[src/rtl/spi_arbiter.sv]
// Round-robin arbiter that shares one spi_master between REQ_COUNT requesters.
// Serves one transaction at a time; a master that never goes busy yields err instead of done.
module spi_arbiter #(
    parameter int  REQ_COUNT       = 4,
    parameter int  SLAVE_ADDRS_LEN = 3,
    parameter int  START_TIMEOUT   = 15,
    localparam int GW              = (REQ_COUNT > 1) ? $clog2(REQ_COUNT) : 1
) (
    input  logic                                 clk,
    input  logic                                 rst,
    input  logic [REQ_COUNT-1:0]                 req,
    input  logic [REQ_COUNT*SLAVE_ADDRS_LEN-1:0] req_addr,
    input  logic [REQ_COUNT*32-1:0]              req_tx,
    input  logic [REQ_COUNT*2-1:0]               req_len,
    output logic [REQ_COUNT-1:0]                 ack,
    output logic [REQ_COUNT-1:0]                 done,
    output logic [REQ_COUNT-1:0]                 err,
    output logic [31:0]                          rx_data,
    output logic [GW-1:0]                        grant_id,
    output logic                                 mst_start,
    output logic [SLAVE_ADDRS_LEN-1:0]           mst_addr,
    output logic [31:0]                          mst_tx,
    output logic [1:0]                           mst_len,
    input  logic                                 mst_busy,
    input  logic [31:0]                          mst_rx
);

    localparam int              CW           = (START_TIMEOUT > 1) ? $clog2(START_TIMEOUT + 1) : 1;
    localparam logic [CW-1:0]   TIMEOUT_LAST = CW'(START_TIMEOUT - 1);
    localparam logic [GW-1:0]   LAST_REQ     = GW'(REQ_COUNT - 1);

    typedef enum logic [2:0] {IDLE, START, WAIT_BUSY, WAIT_DONE, COMPLETE} state_e;

    state_e                       state_q, state_d;
    logic [CW-1:0]                cnt_q, cnt_d;
    logic [GW-1:0]                grant_q, grant_d;
    logic [GW-1:0]                last_q, last_d;
    logic [SLAVE_ADDRS_LEN-1:0]   addr_q, addr_d;
    logic [31:0]                  tx_q, tx_d;
    logic [1:0]                   len_q, len_d;
    logic [31:0]                  rx_q, rx_d;

    logic                         pick_valid;
    logic [GW-1:0]                pick_idx;
    logic                         timeout;

    function automatic logic [GW-1:0] rr_idx(input logic [GW-1:0] base, input int k);
        int s;
        s = (int'(base) + k) % REQ_COUNT;
        return GW'(s);
    endfunction

    // Scan from farthest to nearest so the requester right after last_q wins.
    always_comb begin
        pick_valid = 1'b0;
        pick_idx   = '0;
        for (int k = REQ_COUNT; k >= 1; k--) begin
            if (req[rr_idx(last_q, k)]) begin
                pick_valid = 1'b1;
                pick_idx   = rr_idx(last_q, k);
            end
        end
    end

    assign timeout = (cnt_q == TIMEOUT_LAST);

    // NOTE: sequential state uses non-blocking assignments so every register samples pre-edge values.
    always_ff @(posedge clk or posedge rst) begin
        if (rst) state_q <= IDLE;
        else     state_q <= state_d;
    end

    // NOTE: every combinational output gets a default first; a missed branch would otherwise infer a latch.
    always_comb begin
        state_d = state_q;
        case (state_q)
            IDLE:      if (pick_valid) state_d = START;
            START:     state_d = WAIT_BUSY;
            WAIT_BUSY: begin
                if (mst_busy)     state_d = WAIT_DONE;
                else if (timeout) state_d = IDLE;
            end
            WAIT_DONE: if (!mst_busy) state_d = COMPLETE;
            COMPLETE:  state_d = IDLE;
            default:   state_d = IDLE;
        endcase
    end

    always_comb begin
        ack       = '0;
        done      = '0;
        err       = '0;
        mst_start = 1'b0;
        case (state_q)
            IDLE:      if (pick_valid) ack[pick_idx] = 1'b1;
            START:     mst_start = 1'b1;
            WAIT_BUSY: if (!mst_busy && timeout) err[grant_q] = 1'b1;
            COMPLETE:  done[grant_q] = 1'b1;
            default:   ;
        endcase
    end

    // rx is captured on the edge leaving WAIT_DONE so rx_data is already valid while done pulses.
    always_comb begin
        cnt_d   = cnt_q;
        grant_d = grant_q;
        last_d  = last_q;
        addr_d  = addr_q;
        tx_d    = tx_q;
        len_d   = len_q;
        rx_d    = rx_q;
        case (state_q)
            IDLE: begin
                if (pick_valid) begin
                    grant_d = pick_idx;
                    last_d  = pick_idx;
                    addr_d  = req_addr[pick_idx*SLAVE_ADDRS_LEN +: SLAVE_ADDRS_LEN];
                    tx_d    = req_tx[pick_idx*32 +: 32];
                    len_d   = req_len[pick_idx*2 +: 2];
                end
            end
            START:     cnt_d = '0;
            WAIT_BUSY: if (!mst_busy) cnt_d = cnt_q + 1'b1;
            WAIT_DONE: if (!mst_busy) rx_d = mst_rx;
            default:   ;
        endcase
    end

    always_ff @(posedge clk or posedge rst) begin
        if (rst) begin
            cnt_q   <= '0;
            grant_q <= '0;
            last_q  <= LAST_REQ;
            addr_q  <= '0;
            tx_q    <= '0;
            len_q   <= '0;
            rx_q    <= '0;
        end else begin
            cnt_q   <= cnt_d;
            grant_q <= grant_d;
            last_q  <= last_d;
            addr_q  <= addr_d;
            tx_q    <= tx_d;
            len_q   <= len_d;
            rx_q    <= rx_d;
        end
    end

    assign rx_data  = rx_q;
    assign grant_id = grant_q;
    assign mst_addr = addr_q;
    assign mst_tx   = tx_q;
    assign mst_len  = len_q;

endmodule

[config.mk]
export PLATFORM = sky130hd
export DESIGN_NAME = spi_arbiter
export DESIGN_NICKNAME = d
export VERILOG_FILES = /design/src/rtl/spi_arbiter.sv
export SDC_FILE = /design/constraint.sdc
export NUM_CORES = 1
export LEC_CHECK = 0
export BUFFER_PORTS_ARGS = -buffer_cell sky130_fd_sc_hd__buf_2
export CAP_MARGIN = 10
export CORE_ASPECT_RATIO = 2
export CORE_MARGIN = 5
export CORE_UTILIZATION = 44
export DETAILED_ROUTE_END_ITERATION = 10
export PLACE_DENSITY = 0.81
export SLEW_MARGIN = 20
export SYNTH_ARGS = -nofsm -noshare
export SYNTH_HDL_FRONTEND = slang
export SYNTH_SLANG_ARGS = --single-unit
[constraint.sdc]
create_clock -name clk -period 2.82 [get_ports clk]
set_input_delay 0.423 -clock clk [delete_from_list [all_inputs] [get_ports clk]]
set_output_delay 0.423 -clock clk [all_outputs]
set_load 0.02 [all_outputs]
==> flow_summary.ini, run 1 <==
[synthesis]
syn_area_um2 = 4580
synth_seq_cells = 80
synth_area_per_cell_um2 = 10.3
syn_nets = 635
async_reset_ff_frac = 1.00
yosys.cell_types.count = 39
yosysWarnings = 0
synth_edf_count = 0
ys_seq_area_frac = 0.437
dominantRegCellSynth = dfrtp_1
synthCells = 446

[critical_path]
cp_top_family = simple AND/OR/NAND/NOR gates
critPathLaunchType = flop
crit_required_ns = 2.40
r2r_slack_ns = 0.65
worstPathArrival_ns = 2.14
r2r_end = mst_tx[4]
r2r_cells = 6
path_max_fanout = 9
rr_startpoint = last_q[0]
path_cells = or3b_1, or3_1, nor3b_1, buf_2
crit_type = reg -> out
slowest_delay_ns = 0.52
path_buf_inv = 1
crit_path_end_kind = output port
slowest_stage = dfrtp_1

[global_route]
gr-total-overflow = 0
grt_use_met2 = 0.416
met1_usage = 0.265
track_usage = 0.233
grt_pass1_wl_mm = 22.8
grt_max_degree = 45
use_met3 = 0.0495
busiest_layer = met2
antenna_found_initial = 0
grt_pass1_vias = 4659

[detailed_routing]
wirelength_mm = 15.0
via_count = 4476
firstDrtPassIters = 4
vias_per_cell = 5.33
drc = 0
wl_per_cell_um = 17.8
drt_iter0_drc = 162
ant_nets = 0

[floorplan]
ios = 271
dieArea_um2 = 12700
std_cell_rows = 52
fp.dieH_um = 154
initial_core_util = 0.452
core-area_um2 = 10100
die_w_um = 82.2

[clock_tree]
clockRootBuffer = clkbuf_16
clockBufferDepth = 2
postCtsSetupRepairBufs = 0
h-tree-depth = 3
numCtsBuffers = 9
cts_tree = built
cts.sinks = 80
clk_pin_slew_ns = 0.06
postCtsResizedCells = 0
holdBufCountCts = 0
insertion_delay_ns = 0.33

[status]
status = finished clean

[finish]
layout_common_cells = buf_2 (270), dfrtp_1 (78), nor2_1 (52)
drive_gt1_frac = 0.484
fill_cells = 859
layout.cells.non_filler = 840
final_nets = 889
final_common_cell = buf_2
antenna_cells = 0
area_delta_synth_final_pct = 39.2

[sta]
finalClockSkew_ns = 0.00850
max-slew-margin-rel = 0.548
maxSlewViolCount = 0
setup_viol = 0
grt_setup_unrepaired = no
fin_crit_sh = 0.908
finalSetupTns_ns = 0
fmax_ghz = 0.391
min_period_ns = 2.56
finalHoldViolCount = 0
worst_pin_slew_ns = 0.677

[power]
power_leakage_nw = 3.20
power.density_nw_per_um2 = 1090
ir_drop_v = 0.000506

[place]
io_buffers = 270
dp_cells = 824
gp_congestion = 0.872
hpwlAfterDp_mm = 12.0

[run]
cap_violations = 0

[min_path]
min_path_type = in -> async
-- state kept, by name (all words and copies together) (netlist names) --
name,flops
state_q,3
mst_addr,3
rx_data,32
mst_tx,32
last_q,2
cnt_q,4
mst_len,2
grant_id,2
-- stage by stage --
stage                     utilization  cell area, µm²  hold slack [ns]  worst slack, ns  power [mW]
after floorplan                     -            4580            0.490            0.349        4.50
after CTS                       0.629            6380            0.173            0.251        7.02
after global placement          0.595            6040            0.461            0.618        5.53
after global routing            0.629            6380            0.223            0.165        7.36
after detailed placement        0.595            6040            0.469            0.620        5.66
final                           0.629            6380            0.161            0.260        6.95
-- per-layer routing --
layer  part of all wire  vias up
met5                  0        -
met1               0.37     2122
met4              0.025        0
li1                   -     2122
met3              0.072       26
met2               0.53      206
-- report_power, final --
group          internal [mW]  switching [mW]  leakage, nW
combinational           1.36            2.16         2.12
sequential              1.74           0.362        0.921
clock                  0.871           0.463        0.164
total                   3.96            2.98         3.20
-- worst register-to-register path: stages, from the launching register on --
cell and delay, ns:
dfstp_2 0.55, nand2b_1 0.14, a21bo_1 0.15, and3_4 0.46
buf_4 0.33, mux2i_1 0.31, a211oi_2 0.11
-- cell usage after synthesis (2+ instances only) --
cell type | instances | share of area
mux2_1 | 28 | 0.069
buf_1 | 2 | 0.0016
and3_1 | 3 | 0.0041
dfrtp_1 | 78 | 0.43
nand2_1 | 4 | 0.0033
buf_2 | 11 | 0.012
ha_1 | 2 | 0.0055
dfstp_2 | 2 | 0.011
nor2_1 | 53 | 0.043
o21ai_0 | 2 | 0.0022
inv_1 | 42 | 0.034
xor2_1 | 2 | 0.0038
buf_4 | 8 | 0.013
nand2b_1 | 4 | 0.0055
a21oi_1 | 5 | 0.0055
nor3b_1 | 5 | 0.0082
a31oi_1 | 37 | 0.051
buf_6 | 2 | 0.0049
a211oi_1 | 48 | 0.079
mux2i_1 | 37 | 0.081
a211oi_2 | 27 | 0.074
mux2_2 | 5 | 0.012
nor3_1 | 5 | 0.0055
clkbuf_1 | 17 | 0.014
a21o_1 | 3 | 0.0049
-- worst max-delay path by stage --
stage	start	end	slack, ns	cells past startpoint
3_3_place_gp	mst_busy	err[1]	0.62	5
4_1_cts	state_q[1]	err[1]	0.25	4
6_report	state_q[1]	err[1]	0.26	4
2_1_floorplan	rst	cnt_q[0]	0.35	1
3_5_place_dp	mst_busy	err[1]	0.62	5
5_1_grt	state_q[1]	err[2]	0.17	4
-- kinds of logic (layout without fill, tap and decap cells) --
kind of cell,after synthesis,after routing,synth area share
xor gates and xnor gates,2,2,0.00382
adders and majority gates,2,2,0.00546
AOI/OAI and AO/OA,125,125,0.221
buffers and inverters,83,342,0.0811
and+or+nand+nor,84,84,0.0895
DFF,80,80,0.437
muxes,70,70,0.162
-- final cells by class --
type	count	area, µm²	share of cell area
Clock buffer	10	229	0.0359
Clock inverter	6	115	0.0180
Inverter	42	159	0.0249
Multi-Input combinational cell	283	2220	0.348
Sequential cell	80	2000	0.314
Tap cell	135	169	0.0265
Timing Repair Buffer	284	1480	0.232
(Power assumes the default switching activity.)
==> inputs of run 2 (changes only) <==
--- a/config.mk
+++ b/config.mk
@@ -5,13 +5,14 @@
 export SDC_FILE = /design/constraint.sdc
 export NUM_CORES = 1
 export LEC_CHECK = 0
+export ABC_AREA = 1
 export BUFFER_PORTS_ARGS = -buffer_cell sky130_fd_sc_hd__buf_2
 export CAP_MARGIN = 10
 export CORE_ASPECT_RATIO = 2
 export CORE_MARGIN = 5
-export CORE_UTILIZATION = 44
+export CORE_UTILIZATION = 45
 export DETAILED_ROUTE_END_ITERATION = 10
-export PLACE_DENSITY = 0.81
+export PLACE_DENSITY = 0.8
 export SLEW_MARGIN = 20
 export SYNTH_ARGS = -nofsm -noshare
 export SYNTH_HDL_FRONTEND = slang
==> flow_summary.ini, run 2 <==
[clock_tree]
holdBufCountCts = 0
clockRootBuffer = clkbuf_16
insertion_delay_ns = 0.34
numCtsBuffers = 9
h-tree-depth = 3
clockBufferDepth = 2
cts.sinks = 80
cts_tree = built
clk_pin_slew_ns = 0.07

[power]
power.density_nw_per_um2 = 1410
p_seq_frac = 0.209
power_frac_clock = 0.134
ir_drop_v = 0.00119
p_switching_mw = 5.12
combPwrFrac = 0.657
cellInternalPower_mw = 4.57
power_leakage_nw = 4.44
swShare = 0.528

[global_route]
track_usage = 0.247
grt_max_degree = 75
grt_pass1_wl_mm = 27.3
gr-total-overflow = 0
antenna_found_initial = 0
grt_pass1_vias = 5728

[place]
io_buffers = 270
hpwlAfterDp_mm = 12.7
placed_area_um2 = 6510
gp_congestion = 0.921

[detailed_routing]
drc = 0
firstDrtPassIters = 4
wirelength_mm = 17.0
dr_wl_met3_mm = 1.32
via_count = 5869
wl_per_cell_um = 14.0
m1WireLength_mm = 6.20
ant_nets = 0
vias_per_cell = 4.83
drt_iter0_drc = 225
met2WireLength_mm = 8.83
highest_layer = met4

[sta]
min_period_ns = 2.66
fmax_ghz = 0.376
hold_slack_ns = 0.227
finalHoldViolCount = 0
worst_pin_slew_ns = 0.856
max-slew-margin-rel = 0.429
setup_viol = 0
maxSlewViolCount = 0
finalClockSkew_ns = 0.00954
fin_crit_sh = 0.944

[synthesis]
synth.area.top_cells = dfrtp_1 (38%), nand2_1 (31%), nand3_1 (12%), inv_1 (6.9%), buf_2 (1.8%)
yosys-top-cells-count = nand2_1 (426), nand3_1 (118), inv_1 (94)
synth_compound_area_frac = 0.0132
syn_area_um2 = 5110
yosys.area_share.simple = 0.464
synth_top_family_by_area = simple AND/OR/NAND/NOR gates
yosys.cell_types.count = 28
synth_xor_area_frac = 0.00172
yosys.area_share.adder = 0.00490
yosysWarnings = 0
synthCells = 819
ys_seq_area_frac = 0.393
synth_top_cell_by_area = dfrtp_1
syn_nets = 1008
synth_top_area_share = 0.382
synth.most_common_cell = nand2_1
dominantRegCellSynth = dfrtp_1
synth_seq_cells = 80
synth_edf_count = 0
async_reset_ff_frac = 1.00
synth_mux_area_frac = 0
synth_area_per_cell_um2 = 6.23

[finish]
final_common_cell = nand2_1
final_nets = 1256
antenna_cells = 0
fill_cells = 1108
final_core_util = 0.613
drive_gt1_frac = 0.298
design_area_um2 = 6880
area_delta_synth_final_pct = 34.8
layout_common_cells = nand2_1 (426), buf_2 (270), nand3_1 (118)

[critical_path]
path_max_fanout = 8
critPathLaunchType = flop
r2r_cells = 15
slowest_stage = dfstp_2
crit_required_ns = 2.40
path_cells = buf_4, nand2_1, nand2_1, nand2_1, nand2_1, inv_2, nand2_1, nor2_1, nor2_4, inv_2, nor2_4, inv_1, nor2_1, buf_2
slowest_delay_ns = 0.59
crit_path_end_kind = output port
crit_type = reg -> out
worstPathArrival_ns = 2.24
cp_common_cell = nand2_1

[status]
status = finished clean

[min_path]
min_path_type = in -> async

[floorplan]
die_w_um = 85.3
fp.dieH_um = 161
core-area_um2 = 11200
std_cell_rows = 55
initial_core_util = 0.455
ios = 271
dieArea_um2 = 13700

[run]
cap_violations = 0
==> run 2: changes by cell type after synthesis, moves of 7 or more <==
cell      change
mux2i_1      -37
a211oi_1     -48
nor3_1        +7
nand2_1     +422
mux2_1       -28
a31oi_1      -37
buf_2         +7
nand3_1     +117
inv_1        +52
nor2_1       -43
a211oi_2     -27
==> run 2: metrics by stage <==
step,worst slack (ns),power [mW],cells,TNS (ns)
after floorplan,0.349,6.79,819,0
after global placement,0.393,8.25,1196,0
after detailed placement,0.368,8.34,1196,0
after CTS,0.0711,9.70,1212,0
after global routing,-0.00666,10.7,1214,-0.00918
final,0.157,9.68,1214,0
==> run 2: power groups by stage <==
stage | logic (mW) | registers (mW) | clock network [mW]
after floorplan | 4.20 | 2.58 | 0
after global placement | 6.23 | 2.03 | 0
after detailed placement | 6.31 | 2.03 | 0
after CTS | 6.34 | 2.02 | 1.33
after global routing | 7.18 | 2.09 | 1.38
final | 6.36 | 2.02 | 1.30
==> run 2: cells by family (layout without fill, tap and decap cells) <==
logic type	Yosys count	in the layout
AND/OR/NAND/NOR	578	578
buffers and inverters	146	399
XOR/XNOR	1	1
flip-flops	80	80
adder cells (fa/ha/maj)	2	2
AO/OA/AOI/OAI	12	12
==> run 2: repair_timing <==
action / in CTS / in global routing
resized for setup: 1 / 6
endpoints found under the setup margin: 1 / 3
setup buffers: 0 / 2
pin swaps: 0 / 0
==> run 2: path summary, 6_finish.rpt <==
path / to / slack [ns] / startpoint
max: ack[0] / 0.16 / last_q[0]
min: rx_data[8] / 0.23 / rst
max reg2reg: mst_tx[1] / 0.41 / last_q[0]
min reg2reg: mst_addr[0] / 0.47 / mst_addr[0]
max in group asynchronous: rx_data[13] / 1.93 / rst
min in group clk: rx_data[25] / 0.27 / mst_rx[25]
==> run 2: area by class of cell <==
| cell class | instances | area [µm²] | area share |
|---|---|---|---|
| Sequential cell | 80 | 2000 | 0.291 |
| Inverter | 99 | 375 | 0.0545 |
| Clock inverter | 7 | 108 | 0.0156 |
| Multi-Input combinational cell | 593 | 2480 | 0.361 |
| Tap cell | 142 | 178 | 0.0258 |
| Clock buffer | 9 | 225 | 0.0327 |
| Timing Repair Buffer | 284 | 1510 | 0.219 |
==> run 2: layer usage <==
metal,global-route usage,vias up
met4,0.107,0
met3,0.0539,43
li1,-,2976
met5,0,-
met1,0.280,2614
met2,0.436,236
==> run 2: critical path, delay by kind of cell, from the launching register on <==
family                 cells  cell delay [ns]
buffers and inverters      5             0.53
AND/OR/NAND/NOR            9             0.76
flip-flops                 1             0.59
==> inputs of run 3 (changes only) <==
--- a/config.mk
+++ b/config.mk
@@ -12,7 +12,7 @@
 export CORE_MARGIN = 5
 export CORE_UTILIZATION = 45
 export DETAILED_ROUTE_END_ITERATION = 10
-export PLACE_DENSITY = 0.8
+export PLACE_DENSITY = 0.86
 export SLEW_MARGIN = 20
 export SYNTH_ARGS = -nofsm -noshare
 export SYNTH_HDL_FRONTEND = slang
==> constraint.sdc (replaced) <==
create_clock -name clk -period 2.9 [get_ports clk]
set_input_delay 0.435 -clock clk [delete_from_list [all_inputs] [get_ports clk]]
set_output_delay 0.435 -clock clk [all_outputs]
set_load 0.02 [all_outputs]
==> flow_summary.ini, run 3 (synthesis results as in run 2) <==
[power]
power_leakage_nw = 4.43
power.density_nw_per_um2 = 1380
ir_drop_v = 0.000880

[sta]
setup_viol = 0
max-slew-margin-rel = 0.357
grt_setup_unrepaired = no
worst_pin_slew_ns = 0.964
maxSlewViolCount = 0
min_period_ns = 2.63
fmax_ghz = 0.380
fin_crit_sh = 0.907
finalSetupTns_ns = 0
finalClockSkew_ns = 0.00621
hold_slack_ns = 0.139
finalHoldViolCount = 0

[floorplan]
die_w_um = 85.3
dieArea_um2 = 13700
initial_core_util = 0.455
std_cell_rows = 55
ios = 271
core-area_um2 = 11200
fp.dieH_um = 161

[finish]
layout_common_cells = nand2_1 (426), buf_2 (270), nand3_1 (118)
drive_gt1_frac = 0.296
layout.cells.non_filler = 1215
antenna_cells = 0
design_area_um2 = 6840
final_nets = 1257
final_core_util = 0.610
area_delta_synth_final_pct = 34.0
final_common_cell = nand2_1

[global_route]
grt_pass1_wl_mm = 27.8
grt_pass1_vias = 5982
grt_max_degree = 75
track_usage = 0.250
gr-total-overflow = 0
antenna_found_initial = 1

[place]
placed_area_um2 = 6510
gp_congestion = 0.935
hpwlAfterDp_mm = 13.1
dp_cells = 1199
io_buffers = 270

[critical_path]
critPathLaunchType = flop
crit_type = reg -> out
crit_required_ns = 2.47
crit_path_end_kind = output port
path_max_fanout = 22
worstPathArrival_ns = 2.19

[detailed_routing]
wl_per_cell_um = 14.1
firstDrtPassIters = 5
drt_iter0_drc = 250
via_count = 5989
wirelength_mm = 17.2
ant_nets = 0
drc = 0
vias_per_cell = 4.93

[clock_tree]
insertion_delay_ns = 0.34
clockBufferDepth = 2
clk_pin_slew_ns = 0.07
h-tree-depth = 3
numCtsBuffers = 9
clockRootBuffer = clkbuf_16
cts.sinks = 80
holdBufCountCts = 0
cts_tree = built

[status]
status = finished clean

[min_path]
min_path_type = in -> async

[run]
cap_violations = 0
[run 3: worst paths after layout]
kind	start	to	slack [ns]	cells after the start
worst min-delay path	rst	mst_tx[19]	0.14	2
worst max-delay path	last_q[0]	ack[1]	0.27	13
worst max register to register	last_q[0]	mst_tx[24]	0.48	15
min in group clk	mst_rx[10]	rx_data[10]	0.28	3
worst min register to register	mst_tx[9]	mst_tx[9]	0.48	2
max in group asynchronous	rst	last_q[0]	2.05	3
[run 3: timing repair]
| action | in CTS | in global routing |
|---|---|---|
| resized for setup | 0 | 1 |
| setup buffers | 0 | 0 |
| endpoints found under the hold margin | 0 | 0 |
| setup endpoints to repair | 0 | 1 |
[run 3: area by class of cell]
type                       count  area [µm²]
inverter                      99         375
multi-input combinational    593        2470
tap                          142         178
clock buffer                   9         225
clock inverter                 7         108
sequential                    80        2000
timing repair buffer         285        1480
fill                        1080        4370
[run 3: critical path: stages (launching register included)]
cell     delay (ns)
dfstp_2        0.61
inv_4          0.08
nand2_1        0.06
nand2_1        0.08
nand2_1        0.08
nand2_1        0.07
inv_2          0.07
nand2_1        0.05
nor2_1         0.20
nor2_4         0.05
buf_4          0.21
nand3_1        0.11
inv_1          0.04
buf_2          0.15
[run 3: layer usage]
layer / share of wire / GRT usage
met1: 0.36 / 0.270
met2: 0.53 / 0.450
met3: 0.066 / 0.0508
met4: 0.046 / 0.127
met5: 0.00076 / 0
[run 3: per-stage QoR]
stage          setup slack (ns)  total power, mW
2_1_floorplan             0.417             6.60
3_3_place_gp              0.589             8.05
3_5_place_dp              0.534             8.15
4_1_cts                   0.202             9.47
5_1_grt                  0.0583             10.4
6_report                  0.271             9.43
[run 3: power by group]
part / total [mW] / internal, mW / switching (mW)
logic: 6.15 / 1.97 / 4.18
clock network: 1.29 / 0.773 / 0.517
registers: 1.98 / 1.66 / 0.321
total: 9.43 / 4.41 / 5.02
